`src/rtl/led_pwm_fader.sv`:
```
// Four-channel LED fader: ramps each channel's brightness toward
// its commanded on/off state and drives a shared-counter PWM output.
module led_pwm_fader #(
  parameter int PWM_BITS = 8,
  parameter int STEP_DIV = 4
) (
  input  logic       clk,
  input  logic       rst,
  input  logic [3:0] led_in,
  output logic [3:0] led_out,
  output logic [3:0] fading
);

  localparam int DW =
    (STEP_DIV > 1) ? $clog2(STEP_DIV) : 1;
  localparam logic [PWM_BITS-1:0] LMAX = '1;
  localparam logic [PWM_BITS-1:0] PWRAP =
    {{(PWM_BITS-1){1'b1}}, 1'b0};
  localparam logic [DW-1:0] DLAST =
    DW'(STEP_DIV - 1);

  typedef enum logic [1:0] {
    OFF,
    RISING,
    ON,
    FALLING
  } mode_t;

  logic [3:0]          in_q;
  logic [PWM_BITS-1:0] pwm_cnt;
  logic [DW-1:0]       div_cnt;
  logic                tick;
  logic [PWM_BITS-1:0] level    [4];
  logic [PWM_BITS-1:0] level_nx [4];
  mode_t               mode     [4];
  logic [3:0]          out_nx;
  logic [3:0]          fad_nx;

  assign tick = (div_cnt == DLAST);

  always_comb begin
    out_nx = '0;
    fad_nx = '0;
    for (int i = 0; i < 4; i++) begin
      mode[i]     = OFF;
      level_nx[i] = level[i];
      unique case (1'b1)
        in_q[i] && (level[i] == LMAX):
          mode[i] = ON;
        in_q[i] && (level[i] != LMAX):
          mode[i] = RISING;
        !in_q[i] && (level[i] != '0):
          mode[i] = FALLING;
        default:
          mode[i] = OFF;
      endcase
      // Saturation falls out of the mode decode:
      // ON and OFF never step.
      if (tick) begin
        unique case (mode[i])
          RISING:  level_nx[i] = level[i] + 1'b1;
          FALLING: level_nx[i] = level[i] - 1'b1;
          default: level_nx[i] = level[i];
        endcase
      end
      out_nx[i] = (pwm_cnt < level[i]);
      fad_nx[i] = (mode[i] == RISING) ||
                  (mode[i] == FALLING);
    end
  end

  always_ff @(posedge clk) begin
    if (rst) begin
      in_q    <= '0;
      pwm_cnt <= '0;
      div_cnt <= '0;
      led_out <= '0;
      fading  <= '0;
      for (int i = 0; i < 4; i++) begin
        level[i] <= '0;
      end
    end else begin
      in_q    <= led_in;
      led_out <= out_nx;
      fading  <= fad_nx;
      if (tick) begin
        div_cnt <= '0;
      end else begin
        div_cnt <= div_cnt + 1'b1;
      end
      if (pwm_cnt == PWRAP) begin
        pwm_cnt <= '0;
      end else begin
        pwm_cnt <= pwm_cnt + 1'b1;
      end
      for (int i = 0; i < 4; i++) begin
        level[i] <= level_nx[i];
      end
    end
  end

endmodule

```
`config.mk`:
```
export PLATFORM = sky130hd
export DESIGN_NAME = led_pwm_fader
export DESIGN_NICKNAME = d
export VERILOG_FILES = /design/src/rtl/led_pwm_fader.sv
export SDC_FILE = /design/constraint.sdc
export NUM_CORES = 1
export LEC_CHECK = 0
export CELL_PAD_IN_SITES_DETAIL_PLACEMENT = 0
export CELL_PAD_IN_SITES_GLOBAL_PLACEMENT = 1
export CORE_MARGIN = 2
export CORE_UTILIZATION = 55
export CTS_BUF_LIST = sky130_fd_sc_hd__clkbuf_2 sky130_fd_sc_hd__clkbuf_4 sky130_fd_sc_hd__clkbuf_8
export CTS_CLUSTER_DIAMETER = 150
export DETAILED_ROUTE_END_ITERATION = 6
export DONT_BUFFER_PORTS = 1
export PLACE_DENSITY = 0.9
export SLEW_MARGIN = 20
export SYNTH_ARGS = -nofsm -noshare
export SYNTH_HDL_FRONTEND = slang
export SYNTH_SLANG_ARGS = --single-unit
```
`constraint.sdc`:
```
create_clock -name clk -period 4 [get_ports clk]
set_input_delay 0.8 -clock clk [delete_from_list [all_inputs] [get_ports clk]]
set_output_delay 0.8 -clock clk [all_outputs]
set_load 0.03 [all_outputs]
```
==> results of run 1 <==
[critical path, cell delays in order, from the launching register on]
cell      delay [ns]
dfxtp_1         0.36
nor4_1          0.38
a21oi_2         0.23
ha_1            0.41
nand3_1         0.14
a211oi_1        0.36
o211ai_1        0.18
o41ai_2         0.11
mux2_1          0.34
[state kept, by name, indices dropped and copies added (netlist names)]
signal,flops
led_out,4
fading,4
in_q,4
div_cnt,2
level,32
pwm_cnt,8
[final timing paths]
path | slack, ns | from | end
hold reg to reg | 0.43 | div_cnt[0]$_SDFF_PP0_ | div_cnt[0]$_SDFF_PP0_
setup reg to reg | 1.39 | level[0][4]$_SDFFE_PP0P_ | level[0][7]$_SDFFE_PP0P_
setup / recovery | 1.39 | level[0][4]$_SDFFE_PP0P_ | level[0][7]$_SDFFE_PP0P_
hold / removal | 0.43 | div_cnt[0]$_SDFF_PP0_ | div_cnt[0]$_SDFF_PP0_
[cells in the final DEF, fill, tap and decap left out, types with 9 or more instances in the layout]
cell     Yosys  routed
nor2b_1     13      13
dfxtp_1     54      54
xor2_1       9       9
a21o_1      12      12
o21ai_0     12      12
xnor2_1     11      11
nor2_1      50      50
nand2_1     22      22
mux2i_1     18      18
inv_1       42      42
ha_1        55      55
nand3_1     12      12
a21oi_1     30      30
[power by group]
| part | switching, mW | leakage, nW | internal, mW |
|---|---|---|---|
| Combinational | 0.0492 | 1.25 | 0.0406 |
| Sequential | 0.0282 | 0.438 | 0.553 |
| Clock | 0.170 | 0.0431 | 0.134 |
| Total | 0.248 | 1.73 | 0.728 |
[cell families after synthesis]
family,Yosys count,share of synthesized area [%]
multiplexers,22,5.73
adder cells (fa/ha/maj),59,19.5
XOR/XNOR,20,4.45
flip-flops,54,27.5
buffers and inverters,51,4.90
AO/OA/AOI/OAI,111,20.0
AND/OR/NAND/NOR,137,17.9
[per-stage QoR]
step / worst slack (ns) / cell area [µm²] / power [mW] / hold slack (ns)
2_1_floorplan: 1.70 / 3930 / 0.668 / 0.408
3_3_place_gp: 1.38 / 4030 / 0.681 / 0.419
3_5_place_dp: 1.41 / 4030 / 0.685 / 0.424
4_1_cts: 1.39 / 4110 / 0.991 / 0.440
5_1_grt: 1.09 / 4110 / 1.02 / 0.461
6_report: 1.39 / 4110 / 0.975 / 0.433
[cell type report]
class	count	area share, %
Multi-Input combinational cell	349	64.7
Clock buffer	6	2.01
Inverter	44	4.02
Tap cell	96	2.92
Sequential cell	54	26.3
[per-layer routing]
metal | track usage (%) | vias up | share of wire [%]
li1 | - | 1614 | -
met1 | 29.6 | 1463 | 49
met2 | 37.7 | 33 | 47
met3 | 3.08 | 5 | 2.5
met4 | 3.72 | 0 | 0.67
met5 | 0 | - | 0
==> flow_summary_export.csv, run 1 <==
group,metric,value,unit
min_path,holdPathStages,1,
detailed_routing,ant_nets,0,
cts,cts_buffers,5,
setup_path,crit_path_end_kind,"flop",
setup_path,required,4.19,ns
floorplanning,die_y,88.6,µm
timing,tns,0,ns
synthesis,synth_top_area_cell,"dfxtp_1",
floorplanning,core-area,6870,µm²
global_route,grt_pass1_wl,13800,µm
global_route,grt_use_total,21.9,%
detailed_routing,wl_per_cell,14.1,µm
cells_and_area,final_net_count,519,
cts,h-tree-depth,2,
floorplanning,io_pins,14,
detailed_routing,drc,0,
detailed_routing,via_per_inst,5.67,
floorplanning,start_util,57.3,%
setup_path,crit_path_start_kind,"flop",
cts,cts_tree,"yes",
cells_and_area,multi_input_area,2660,µm²
setup_path,critPathArrivalTime,2.80,ns
synthesis,synthCells,454,
cts,worstSkewPairLatency,0.30,ns
placement,numPortBuffers,0,
timing,hold_viol_final,0,
timing,setup_viol,0,
detailed_routing,wl,7760,µm
cells_and_area,fin_cells,549,
cts,cts_setup_buffers,0,
placement,hpwl,5830,µm
cts,root_buffer,"clkbuf_8",
setup_path,path_class,"flop to flop",
synthesis,yosysSeqAreaShare,27.5,%
synthesis,synth_top_area_share,27.5,%
min_path,hp-class,"flop to flop",
detailed_routing,dr.pass1.iters,4,
cells_and_area,fillers,649,
cts,path_clk_slew,0.09,ns
global_route,antenna_found_initial,0,
global_route,grt-ovfl-total,0,
timing,rsz0062_at_grt,"no",
timing,min_period,2.61,ns
timing,max_slew_margin,48.7,%
synthesis,avgSynthCellArea,8.66,µm²
detailed_routing,drt-initial-drc-count,106,
synthesis,ys_types,46,
synthesis,synth_edf_count,0,
detailed_routing,vias,3115,
power,powerDensity,237,nW/µm²
synthesis,async_reset_ff_share,0,%
cells_and_area,diodes,0,
setup_path,reg2reg_depth,8,
floorplanning,fp.dieW,88.6,µm
cells_and_area,final_layout_size_suffix_gt1_share,7.51,%
outcome,status,"finished, final reports clean",
timing,tightest_slew,0.770,ns
placement,globalplace.congestion,0.826,
timing,slew_violations,0,
global_route,grt_pass1_vias,3018,
synthesis,ys_ff_latch,54,
timing,final.setup_skew,0.00677,ns
job,maxCapViolations,0,
synthesis,syn_nets,519,
cells_and_area,register_area,1080,µm²
synthesis,syn_area,3930,µm²
cts,cts.repair.resized,0,
cts,postCtsHoldBufs,0,
synthesis,ys_warn_count,0,
synthesis,synth.area.top_cells,"dfxtp_1 (27%), ha_1 (17%), nor2_1 (4.8%)",
synthesis,synthTopCellsByCount,"ha_1 (55), dfxtp_1 (54), nor2_1 (50)",
timing,period_share,65.2,%
cts,clockBufferDepth,2,
floorplanning,row_count,30,
cells_and_area,post-route-util,59.8,%
floorplanning,die-area,7840,µm²
power,leakage,1.73,nW
timing,max_freq,384,MHz
cts,cts.sinks,54,
synthesis,synth_most_common_cell,"ha_1",
placement,place_inst,543,
setup_path,crit_fanout,9,
cells_and_area,area_growth,4.45,%
global_route,grt_max_degree,51,
power,peakVddDrop,136,µV
synthesis,synth-main-ff-cell,"dfxtp_1",
Note: power is estimated with default switching activity, not from simulation.
==> run 2: changes to the inputs <==
CORE_UTILIZATION = 51   (was 55)
PLACE_DENSITY = 0.84   (was 0.9)
clock period = 2.65 ns   (was 4 ns; I/O delays follow)
==> run 2 against run 1 <==
Net effect:
- maximum frequency grew 3.3%
- largest cell class unchanged
- highest routed layer unchanged
- clock skew grew 0.0025 ns
- sequential power grew 51%
==> flow_summary_export.csv, run 2 (synthesis results as in run 1) <==
group,metric,value,unit
setup_path,crit_slowest_cell,"nor4_2",
floorplanning,fp.dieW,91.8,µm
cts,root_buffer,"clkbuf_8",
floorplanning,row_count,32,
cts,h-tree-depth,2,
timing,period_share,95.2,%
global_route,grt_max_degree,51,
floorplanning,io_pins,14,
outcome,status,"finished, final reports clean",
global_route,grt_pass1_wl,14300,µm
timing,tightest_slew,0.450,ns
cells_and_area,fillers,705,
cts,worstSkewPairLatency,0.30,ns
setup_path,cp_cell_sequence,"nor4_2 > a21oi_4 > ha_1 > a21oi_1 > a211oi_2 > o211ai_1 > o41ai_2 > mux2_1",
placement,numPortBuffers,0,
timing,final.setup_skew,0.00925,ns
cells_and_area,multi_input_area,2710,µm²
timing,max_slew_margin,70.0,%
cts,cts_buffers,5,
global_route,grt_pass1_vias,3125,
setup_path,crit_path_start_kind,"flop",
cells_and_area,diodes,0,
cts,path_clk_slew,0.10,ns
floorplanning,core-area,7610,µm²
setup_path,required,2.85,ns
cells_and_area,post-route-util,56.5,%
timing,slew_violations,0,
detailed_routing,wl_per_cell,14.0,µm
cells_and_area,register_area,1080,µm²
setup_path,crit_path_end_kind,"flop",
detailed_routing,wl,8010,µm
placement,hpwl,5950,µm
global_route,grt-ovfl-total,0,
cells_and_area,layout_common_cells,"ha_1 (55), dfxtp_1 (54), nor2_1 (50)",
power,leakage,1.85,nW
job,maxCapViolations,0,
floorplanning,start_util,51.7,%
global_route,antenna_found_initial,0,
setup_path,path_class,"flop to flop",
power,peakVddDrop,188,µV
timing,rsz0062_at_grt,"no",
setup_path,critPathArrivalTime,2.72,ns
detailed_routing,drc,0,
detailed_routing,dr.pass1.iters,4,
cells_and_area,final_net_count,537,
timing,tns,0,ns
cells_and_area,layout_commonest_cell,"ha_1",
detailed_routing,drt-initial-drc-count,88,
cells_and_area,area_growth,9.32,%
timing,min_period,2.52,ns
setup_path,max_stage_delay,0.40,ns
floorplanning,die-area,8430,µm²
cells_and_area,largest_reg_flops,32,
min_path,hp-class,"input pin to flop",
setup_path,r2r_slack,0.13,ns
timing,max_freq,396,MHz
cells_and_area,final_layout_size_suffix_gt1_share,12.1,%
timing,setup_viol,0,
setup_path,crit_fanout,9,
power,powerDensity,340,nW/µm²
placement,globalplace.congestion,0.817,
cells_and_area,reg_top3,"level (32), pwm_cnt (8)",
timing,hold_viol_final,0,
cts,cts_tree,"yes",
detailed_routing,ant_nets,0,
cts,cts.sinks,54,
detailed_routing,vias,3144,
floorplanning,die_y,91.8,µm
cts,clockBufferDepth,2,
detailed_routing,via_per_inst,5.48,
cells_and_area,largest-register,"level",
global_route,grt_use_total,20.4,%
cts,cts_setup_buffers,0,
-- run 2: changes by cell type in the layout (fill, tap and decap cells not counted), moves of 2 or more --
cell      previous run  this run
buf_4                0        18
a211oi_2             0         2
a21oi_4              0         2
nor4_4               0         2
clkinv_2             0         2
a211oi_1             4         2
-- run 2: path summary, 6_finish.rpt --
path                                                from                  endpoint  cells after the start
worst max-delay path            level[0][4]$_SDFFE_PP0P_  level[0][7]$_SDFFE_PP0P_                      8
worst min-delay path                                 rst  level[0][6]$_SDFFE_PP0P_                      1
worst max register to register  level[0][4]$_SDFFE_PP0P_  level[0][7]$_SDFFE_PP0P_                      8
worst min register to register     div_cnt[0]$_SDFF_PP0_     div_cnt[0]$_SDFF_PP0_                      1
-- run 2: per-layer routing --
| layer | global-route usage (%) | part of all wire, % | vias to the layer above |
|---|---|---|---|
| li1 | - | - | 1655 |
| met1 | 26.8 | 50 | 1468 |
| met2 | 35.7 | 48 | 17 |
| met3 | 3.04 | 1.8 | 4 |
| met4 | 4.35 | 0.52 | 0 |
| met5 | 0 | 0 | - |
-- run 2: layout make-up --
class,count,area share [%]
clock inverter,2,0.233
multi-input combinational,349,63.1
clock buffer,5,1.60
tap,102,2.97
sequential,54,25.1
inverter,44,3.84
timing repair buffer,18,3.14
-- run 2: what timing repair did --
item                       in CTS  in global routing
resized for setup               0                  8
hold buffers                    0                  0
setup endpoints to repair       0                  2
-- run 2: stage by stage --
stage               setup slack [ns]  hold WS (ns)  power, mW  cells  instance area [µm²]
floorplan                      0.352         0.408       1.01    454                 3930
CTS                           0.0690         0.266       1.48    574                 4250
detailed placement            0.0781         0.418       1.03    567                 4170
global route                 0.00854         0.263       1.54    574                 4300
global placement              0.0986         0.409       1.03    567                 4170
finish                         0.128         0.277       1.46    574                 4300
-- run 2: where the power goes --
group	switching (mW)	internal [mW]	total (mW)
Clock	0.270	0.179	0.448
Sequential	0.0422	0.834	0.876
Combinational	0.0731	0.0647	0.138
-- run 2: worst max-delay path: cells and delay by family (launching register included) --
| family | cells | cell delay (ns) |
|---|---|---|
| AOI/OAI and AO/OA | 5 | 0.94 |
| muxes | 1 | 0.33 |
| and+or+nand+nor | 1 | 0.40 |
| DFF | 1 | 0.38 |
| adders and majority gates | 1 | 0.36 |
==> run 3: changes to the inputs <==
--- a/config.mk
+++ b/config.mk
@@ -9,10 +9,10 @@
 export CELL_PAD_IN_SITES_GLOBAL_PLACEMENT = 1
 export CORE_MARGIN = 2
-export CORE_UTILIZATION = 51
+export CORE_UTILIZATION = 55
 export CTS_BUF_LIST = sky130_fd_sc_hd__clkbuf_2 sky130_fd_sc_hd__clkbuf_4 sky130_fd_sc_hd__clkbuf_8
 export CTS_CLUSTER_DIAMETER = 150
 export DETAILED_ROUTE_END_ITERATION = 6
 export DONT_BUFFER_PORTS = 1
-export PLACE_DENSITY = 0.84
+export PLACE_DENSITY = 0.9
 export SLEW_MARGIN = 20
 export SYNTH_ARGS = -nofsm -noshare
==> constraint.sdc (replaced) <==
create_clock -name clk -period 3.2 [get_ports clk]
set_input_delay 0.48 -clock clk [delete_from_list [all_inputs] [get_ports clk]]
set_output_delay 0.48 -clock clk [all_outputs]
set_load 0.03 [all_outputs]
==> run 3 against run 2 <==
Net effect:
- sequential share of layout area grew 1.1 points
- clock power decreased by 13%
- die area is 7.0% lower
- combinational power is 18% lower
- global-route usage is 1.3 points higher
- cell area fell by 4.2%
- clock-buffer cell count grew 1
- power down 16%
- register-to-register slack improved by 0.49 ns
- maximum frequency decreased by 2.1%
==> flow_summary_export.csv, run 3 (synthesis results as in run 1) <==
group,metric,value,unit
global_route,grt_pass1_wl,13500,µm
timing,fin_ws,0.623,ns
global_route,grt_max_degree,51,
global_route,antenna_found_initial,0,
power,peakVddDrop,201,µV
detailed_routing,wl_per_cell,14.2,µm
cells_and_area,multi_input_area,2660,µm²
cells_and_area,fillers,654,
cells_and_area,final_net_count,520,
timing,holdWs,0.222,ns
timing,max_freq,388,MHz
cts,path_clk_slew,0.10,ns
detailed_routing,wl,7810,µm
placement,numPortBuffers,0,
floorplanning,start_util,57.3,%
cells_and_area,largest_reg_flops,32,
cells_and_area,register_area,1080,µm²
cts,clockBufferDepth,2,
detailed_routing,drt-initial-drc-count,108,
job,maxCapViolations,0,
min_path,holdPathStages,1,
cts,cts_buffers,5,
cts,h-tree-depth,2,
floorplanning,core-area,6870,µm²
setup_path,crit_fanout,9,
timing,tightest_slew,0.565,ns
timing,setup_viol,0,
timing,final.setup_skew,0.00686,ns
global_route,grt-ovfl-total,0,
timing,max_slew_margin,62.4,%
min_path,hp-class,"input pin to flop",
placement,globalplace.congestion,0.814,
detailed_routing,dr.pass1.iters,4,
timing,rsz0062_at_grt,"no",
detailed_routing,drc,0,
timing,tns,0,ns
placement,place_ws,0.632,ns
setup_path,crit_path_start_kind,"flop",
floorplanning,die_y,88.6,µm
power,leakage,1.73,nW
detailed_routing,ant_nets,0,
setup_path,required,3.41,ns
cells_and_area,area_growth,4.68,%
outcome,status,"finished, final reports clean",
cts,worstSkewPairLatency,0.31,ns
cts,cts.sinks,54,
floorplanning,row_count,30,
cts,cts_setup_buffers,0,
timing,period_share,80.5,%
setup_path,reg2reg_depth,8,
floorplanning,io_pins,14,
setup_path,critPathArrivalTime,2.79,ns
timing,hold_viol_final,0,
power,powerDensity,299,nW/µm²
cells_and_area,largest-register,"level",
floorplanning,die-area,7840,µm²
setup_path,crit_path_end_kind,"flop",
cts,cts_tree,"yes",
timing,slew_violations,0,
setup_path,path_class,"flop to flop",
cells_and_area,reg_top3,"level (32), pwm_cnt (8)",
placement,hpwl,5870,µm
global_route,grt_use_total,21.7,%
cells_and_area,layout_commonest_cell,"ha_1",
detailed_routing,vias,3091,
detailed_routing,via_per_inst,5.61,
power,p_total,1.23,mW
floorplanning,fp.dieW,88.6,µm
cts,postCtsHoldBufs,0,
cells_and_area,final_layout_size_suffix_gt1_share,7.91,%
timing,min_period,2.58,ns
cts,cts.repair.resized,0,
global_route,grt_pass1_vias,2962,
cells_and_area,layout_common_cells,"ha_1 (55), dfxtp_1 (54), nor2_1 (50)",
cells_and_area,diodes,0,
cts,root_buffer,"clkbuf_8",
[run 3: per-layer routing]
layer,wire length [µm],up-vias,global-route usage (%)
met3,136,14,3.92
li1,-,1628,-
met5,0,-,0
met2,3540,25,35.7
met1,3950,1424,28.8
met4,185,0,7.16
[run 3: final cells by class]
type	count	share of cell area, %
clock inverter	1	0.182
tap	96	2.92
inverter	44	4.01
clock buffer	6	1.85
sequential	54	26.3
multi-input combinational	349	64.6
timing repair buffer	1	0.182
[run 3: per-stage QoR]
stage               util [%]  instance area, µm²  instances
detailed placement      58.7                4030        544
CTS                     59.9                4120        551
global route            59.9                4120        551
floorplan                  -                3930        454
global placement        58.7                4030        544
finish                  59.9                4120        551
[run 3: report_power, final]
part | internal (mW) | total (mW) | switching, mW | leakage, nW
clock | 0.159 | 0.392 | 0.232 | 0.0407
combinational | 0.0512 | 0.113 | 0.0614 | 1.26
sequential | 0.691 | 0.726 | 0.0354 | 0.438
[run 3: critical path, cell delays in order (launching register included)]
cell and delay [ns]:
dfxtp_1 0.37, nor4_1 0.35, a21oi_2 0.22, ha_1 0.40, nand3_1 0.15, a211oi_1 0.38
o211ai_1 0.17, o41ai_2 0.08, mux2_1 0.35
[run 3: path summary, 6_finish.rpt]
kind / startpoint / end / slack, ns
max: level[0][4]$_SDFFE_PP0P_ / level[0][7]$_SDFFE_PP0P_ / 0.62
min: rst / level[0][6]$_SDFFE_PP0P_ / 0.22
max reg2reg: level[0][4]$_SDFFE_PP0P_ / level[0][7]$_SDFFE_PP0P_ / 0.62
min reg2reg: div_cnt[0]$_SDFF_PP0_ / div_cnt[0]$_SDFF_PP0_ / 0.44
